## config.mk

```make
export PLATFORM = sky130hd
export DESIGN_NAME = tt_um_serial_sub_8bit
export DESIGN_NICKNAME = d
export VERILOG_FILES = /design/src/rtl/tt_um_serial_sub_8bit.sv
export SDC_FILE = /design/constraint.sdc
export NUM_CORES = 1
export LEC_CHECK = 0
export CORE_AREA = 2 2 68 70
export CTS_BUF_LIST = sky130_fd_sc_hd__clkbuf_8
export DETAILED_ROUTE_END_ITERATION = 12
export DIE_AREA = 0 0 70 72
export HOLD_SLACK_MARGIN = 0.05
export PLACE_DENSITY = 0.9
export REMOVE_ABC_BUFFERS = 1
export SYNTH_ARGS = -nofsm -noshare
export SYNTH_HDL_FRONTEND = slang
export SYNTH_SLANG_ARGS = --single-unit
```

## constraint.sdc

```tcl
create_clock -name clk -period 2.56 [get_ports clk]
set_input_delay 0.512 -clock clk [delete_from_list [all_inputs] [get_ports clk]]
set_output_delay 0.512 -clock clk [all_outputs]
set_load 0.01 [all_outputs]
```

## src/rtl/tt_um_serial_sub_8bit.sv

```systemverilog
// Bit-serial 8-bit subtractor (A - B - Bin), LSB first, one bit per clock.
// Operands arrive as two byte loads on ui_in; a start strobe launches an
// 8-cycle shift; the difference and flags are held until the next completion.
module tt_um_serial_sub_8bit (
    input  logic       clk,
    input  logic       rst_n,
    input  logic       ena,
    input  logic [7:0] ui_in,
    input  logic [7:0] uio_in,
    output logic [7:0] uo_out,
    output logic [7:0] uio_out,
    output logic [7:0] uio_oe
);

    // State bit 0 is busy and state bit 1 is done, so both flags come
    // straight out of the state register with no decode logic.
    typedef enum logic [1:0] {
        S_IDLE  = 2'b00,
        S_SHIFT = 2'b01,
        S_DONE  = 2'b10
    } state_t;

    state_t      r_state;
    state_t      w_state_next;

    logic [7:0]  r_a_reg;
    logic [7:0]  r_b_reg;
    logic [7:0]  r_a_sh;
    logic [7:0]  r_b_sh;
    logic [7:0]  r_d_sh;
    logic        r_br;
    logic [2:0]  r_cnt;
    logic [7:0]  r_res;
    logic        r_bout;
    logic        r_zero;

    logic        w_load_a;
    logic        w_load_b;
    logic        w_start;
    logic        w_bin;
    logic        w_accept;
    logic        w_go;
    logic        w_shift;
    logic        w_last;
    logic [1:0]  w_bit;
    logic [7:0]  w_d_next;
    logic        w_br_next;
    logic        w_unused_ok;

    // One full-subtractor bit: returns {borrow_out, difference}.
    function automatic logic [1:0] sub_bit(
        input logic a0,
        input logic b0,
        input logic bi
    );
        logic d;
        logic bo;
        d  = a0 ^ b0 ^ bi;
        bo = (~a0 & b0) | (~(a0 ^ b0) & bi);
        return {bo, d};
    endfunction

    assign w_load_a    = uio_in[0];
    assign w_load_b    = uio_in[1];
    assign w_start     = uio_in[2];
    assign w_bin       = uio_in[3];
    assign w_unused_ok = &{1'b0, uio_in[7:4]};

    // Loads and start are honoured only while not shifting.
    assign w_accept  = (r_state == S_IDLE) || (r_state == S_DONE);
    assign w_go      = w_accept & w_start;
    assign w_shift   = (r_state == S_SHIFT);
    assign w_last    = w_shift && (r_cnt == 3'd7);

    assign w_bit     = sub_bit(r_a_sh[0], r_b_sh[0], r_br);
    assign w_br_next = w_bit[1];
    assign w_d_next  = {w_bit[0], r_d_sh[7:1]};

    // State register; ena low freezes the FSM.
    always_ff @(posedge clk or negedge rst_n) begin
        if (!rst_n) begin
            r_state <= S_IDLE;
        end else if (ena) begin
            r_state <= w_state_next;
        end
    end

    // Next-state logic: start from IDLE/DONE, finish after the eighth bit.
    always_comb begin
        w_state_next = r_state;
        case (r_state)
            S_IDLE:  if (w_start) w_state_next = S_SHIFT;
            S_SHIFT: if (r_cnt == 3'd7) w_state_next = S_DONE;
            S_DONE:  if (w_start) w_state_next = S_SHIFT;
            default: w_state_next = S_IDLE;
        endcase
    end

    // Operand capture; both strobes together load the same byte into both.
    always_ff @(posedge clk or negedge rst_n) begin
        if (!rst_n) begin
            r_a_reg <= 8'h00;
            r_b_reg <= 8'h00;
        end else if (ena && w_accept) begin
            if (w_load_a) r_a_reg <= ui_in;
            if (w_load_b) r_b_reg <= ui_in;
        end
    end

    // Shift engine: launch copies pre-edge operands, then one bit per cycle.
    always_ff @(posedge clk or negedge rst_n) begin
        if (!rst_n) begin
            r_a_sh <= 8'h00;
            r_b_sh <= 8'h00;
            r_d_sh <= 8'h00;
            r_br   <= 1'b0;
            r_cnt  <= 3'd0;
        end else if (ena) begin
            if (w_go) begin
                r_a_sh <= r_a_reg;
                r_b_sh <= r_b_reg;
                r_br   <= w_bin;
                r_cnt  <= 3'd0;
            end else if (w_shift) begin
                r_a_sh <= {1'b0, r_a_sh[7:1]};
                r_b_sh <= {1'b0, r_b_sh[7:1]};
                r_d_sh <= w_d_next;
                r_br   <= w_br_next;
                r_cnt  <= r_cnt + 3'd1;
            end
        end
    end

    // Result registers update only on the final shift cycle.
    always_ff @(posedge clk or negedge rst_n) begin
        if (!rst_n) begin
            r_res  <= 8'h00;
            r_bout <= 1'b0;
            r_zero <= 1'b0;
        end else if (ena && w_last) begin
            r_res  <= w_d_next;
            r_bout <= w_br_next;
            r_zero <= (w_d_next == 8'h00);
        end
    end

    assign uo_out  = r_res;
    assign uio_out = {r_zero, r_bout, r_state[1], r_state[0], 4'b0000};
    assign uio_oe  = 8'hF0;

endmodule
```

# After elaboration in Yosys (flattened, before gate mapping)
# Cells that the tools add are included.
totals:
  reg_bits: 56
  latch_bits: 0
  ramBits: 0
  rom_bits: 0
  in_bits: 19
  out_inout_bits: 24
  elab_cells: 50
  mem_count: 0
classes:
  add_sub_neg: 1
  n_mul: 0
  div: 0
  n_lt_le_gt_ge: 0
  n_eq_ne: 5
  n_shift: 0
  muxes: 11
  n_bitwise: 9
  n_reduce_logical: 13
ops:
  columns: ["op", "n"]
  rows:
  - ["two-way mux 8 bit", 4]
  - ["zero test 8 bit", 1]
  - ["two-way mux 3 bit", 2]
  - ["AND reduction 2 bit", 3]
  - ["AND reduction 3 bit", 2]
  - ["two-way mux 2 bit", 2]
  - ["inequality test 2 x 1 -> 1 bit, second input constant", 2]
  - ["one-hot mux 2 bit (2 select lines)", 1]
  - ["adder 3 x 1 -> 3 bit, second input constant", 1]
  - ["bitwise AND 1 bit", 3]
  - ["equality test 3 bit, second input constant", 1]
  - ["logical AND 1 bit", 3]
  - ["inverter 1 bit", 3]
  - ["equality test 2 x 1 -> 1 bit, second input constant", 1]
  - ["equality test 2 bit, second input constant", 1]
  - ["zero test 2 bit", 1]
  - ["two-way mux 1 bit", 2]
  - ["nonzero test 2 bit", 1]
  - ["OR reduction 2 bit", 1]
  - ["bitwise XOR 1 bit", 2]
  - ["logical OR 1 bit", 1]
  - ["bitwise OR 1 bit", 1]

# Depth between registers and ports, before layout
depth:
  ltp_word: 6
  depth_mapped: 6
  ltp_nobuf: 5

# Worst setup path after synthesis
# No wires, ideal clock.
synth_timing:
  kind: "register to register"
  start: "register r_cnt[0]"
  end: "register r_res[0] (netlist: uo_out[0])"
  setup_ns: 0.125
  arrival_ns: 1.442
  required_ns: 2.435
  slack_ns: 0.993
  stages_incl_launch_ff: 6
  n_path_buf: 1
  cell_sequence: "dfrtp_1 ha_1 ha_1 nand4b_1 buf_2 mux2_2"
synth_between:
  elab_chain_len: 3
synth_lines:
  columns: ["element", "line", "text"]
  rows:
  - ["from (decl)", "32", "logic [2:0] r_cnt;"]
  - ["from (signal assigned)", "129", "r_cnt <= r_cnt + 3'd1;"]
  - ["equality test 3 bit", "73", "assign w_last = w_shift && (r_cnt == 3'd7);"]
  - ["logical AND 1 bit", "73", null]
  - ["logical AND 1 bit", "140", "end else if (ena && w_last) begin"]
  - ["to (signal assigned)", "141", "r_res <= w_d_next;"]
  - ["to (decl)", "33", "logic [7:0] r_res;"]
# No other way between the ends.
# A chain may end at the register's enable or synchronous reset.

# Final worst setup path
layout_timing:
  start: "register r_state[0]"
  end: "output port uio_out[4]"
layout_lines:
  columns: ["element", "line", "text"]
  rows:
  - ["from (decl)", "23", "state_t r_state;"]
  - ["from (signal assigned)", "84", "r_state <= w_state_next;"]
  - ["to (decl)", "11", "output logic [7:0] uio_out,"]
# No word-level cell between the ends.

==> qor.csv <==
metric,value,unit
status,"complete, no violations",
"slowest stage delay, CP",0.59,ns
HP Class,input pin to asynchronous set/reset pin,
ys async rst share,1.000,
DR pass1 iterations,4,
most common cell in the netlist,dfrtp_1,
post-layout worst setup margin,0.6646,ns
DR vias,1529,
Yosys cell types,31,
Post-CTS Setup Inserts,0,
H-tree depth,2,
worst rel slew slack,0.5522,
CP top delay family,buffers and inverters,
TritonCTS clock tree,done,
drc violations,0,
Post-synth top flop,dfrtp_1,
antenna violations before repair,0,
Area contributors post-synth,"dfrtp_1 56%, mux2_2 12%, mux2i_1 5.3%, buf_4 4.9%, nand2_1 4.5%",
pre-CTS setup slack,0.4555,ns
CP Data Required Time,2.05,ns
clk buf depth,2,
count of final hold-check violations,0,
Hold Buf Count CTS,0,
Area Overhead vs Synth,14.09,%
final wirelength,3913,um
"Max stage delay cell, worst path",clkdlybuf4s50_1,
"Clk Latency, worst-skew pair",0.32,ns
post-route setup TNS,0,ns
Worst Path Buf+Inv,1,
MaxCap Viol Count,0,
Die Height,72,um
Routed Antenna Nets,0,
Final Max Slew Viols,0,
GRT overflow,0,
chip width,70,um
Initial Utilization,0.5728,
Tightest Pin Transition,0.6717,ns
port bufs,26,
site row count,24,
Mapped Area,0.002442,sq mm
Mean Syn Cell Area,11.91,sq um
wire per inst,13.78,um
layout cell share with drive strength beyond 1,0.1897,
"area leader, netlist",dfrtp_1,
RSZ-0062 raised after global routing,false,
crit path max fanout,10,
"Reg clk slew, reported paths",0.09,ns
"EDFF count, synth",0,
CTS Sinks,55,
global-route wire length before repair,6851,um
Global Route Usage Sum,0.1743,
WP data arrival,1.38,ns
CTS resizes,0,
Core ar.,0.004264,sq mm
pwr/cell area,1069,mW/mm^2
Synth top cells by count,"55 x dfrtp_1, 29 x nand2_1, 25 x mux2_2",
IO Pins,43,
sequential-to-total area share from yosys stat,0.5635,
largest net degree at the start of global routing,56,
clock root buffer,clkbuf_8,
CP endpoint kind,primary output,
"FF+latch count, synth",55,
Syn Inst Count,205,
Worst Setup Start Kind,register,
clk_skew,0.01127,ns
Worst VDD drop,0.5485,mV
achievable clock frequency,527.6,MHz
routed vias/inst,5.384,
die area,0.005040,sq mm
final worst-path cycle share,0.7404,
Tmin final,1.895,ns
Final Net Count,253,
total CTS buffers,5,
# fillers,350,
endpoints failing setup,0,
Yosys warning count,0,
1st-iter DRT viols,55,
dpl hpwl,2684,um
crit path kind,register to primary output,
static leakage,1.358,nW
vias in the first global route,1529,
top-area cell type share of the netlist area,0.5635,
# diodes,0,
gpl congestion,0.7560,
CP cell instances,clkdlybuf4s50_1,
-- logic make-up (layout without fill, tap and decap cells) --
kind of cell,after synthesis,in the layout,share of synthesized area
buf+inv,25,42,0.06762
fa+ha+maj,3,3,0.01844
mux,39,39,0.1747
compound gates,24,24,0.06199
other cells,2,12,0.003075
simple gates,57,57,0.1107
flops,55,55,0.5635
-- final timing paths --
| kind | startpoint | end | slack, ns | cells after the start |
|---|---|---|---|---|
| worst max-delay path | r_state[0] | uio_out[4] | 0.66 | 1 |
| worst min-delay path | rst_n | uo_out[1] | 0.30 | 2 |
| worst max register to register | r_state[0] | r_a_sh[4] | 0.96 | 4 |
| worst min register to register | r_bout | r_bout | 0.49 | 2 |
| max in group asynchronous | rst_n | r_b_reg[7] | 1.80 | 2 |
| min in group clk | r_bout | r_bout | 0.49 | 2 |
-- report_power, final --
part / total (W) / switching [W] / internal, W
registers: 0.00148 / 0.000234 / 0.00125
logic: 0.000989 / 0.000448 / 0.000541
clock network: 0.000505 / 0.000283 / 0.000221
total: 0.00298 / 0.000966 / 0.00201
-- cell usage in the layout, fill, tap and decap left out, drive strengths merged, types with 2 or more instances in the layout --
cell type / count
buf: 7
conb: 12
a22o: 2
nand2: 31
nand3: 14
a32o: 2
clkdlybuf4s50: 25
ha: 2
mux2: 26
o21ai: 17
mux2i: 13
clkbuf: 6
nor2: 2
dfrtp: 55
inv: 2
nor4: 2
a21oi: 2
nand3b: 2
-- area by class of cell --
| cell class | instances | area [sq um] | share of cell area |
|---|---|---|---|
| clock buffers | 6 | 82.58 | 0.02964 |
| clock inverters | 2 | 16.27 | 0.005837 |
| inverters | 2 | 7.507 | 0.002694 |
| multi-input cells | 135 | 938.4 | 0.3368 |
| flip-flops and latches | 55 | 1376 | 0.4939 |
| well taps | 52 | 65.06 | 0.02335 |
| repair buffers | 32 | 300.3 | 0.1078 |
-- stage by stage --
| stage | total power, W | utilization | instances | hold WS, ns | cell area [sq um] |
|---|---|---|---|---|---|
| 6_report | 0.002977 | 0.6535 | 284 | 0.3040 | 2786 |
| 5_1_grt | 0.003210 | 0.6535 | 284 | 0.3504 | 2786 |
| 4_1_cts | 0.003014 | 0.6535 | 284 | 0.3313 | 2786 |
| 3_5_place_dp | 0.002508 | 0.6303 | 276 | 0.4716 | 2688 |
| 3_3_place_gp | 0.002437 | 0.6303 | 276 | 0.4623 | 2688 |
| 2_1_floorplan | 0.002116 | - | 192 | 0.2164 | 2322 |
-- metal layers --
| metal | vias up | wire [um] | GRT usage |
|---|---|---|---|
| met3 | 7 | 172 | 0.05694 |
| met5 | - | 0 | 0 |
| met1 | 757 | 1666 | 0.2015 |
| met4 | 0 | 53 | 0.06197 |
| li1 | 733 | - | - |
| met2 | 32 | 2021 | 0.3069 |
(Power assumes the default switching activity.)
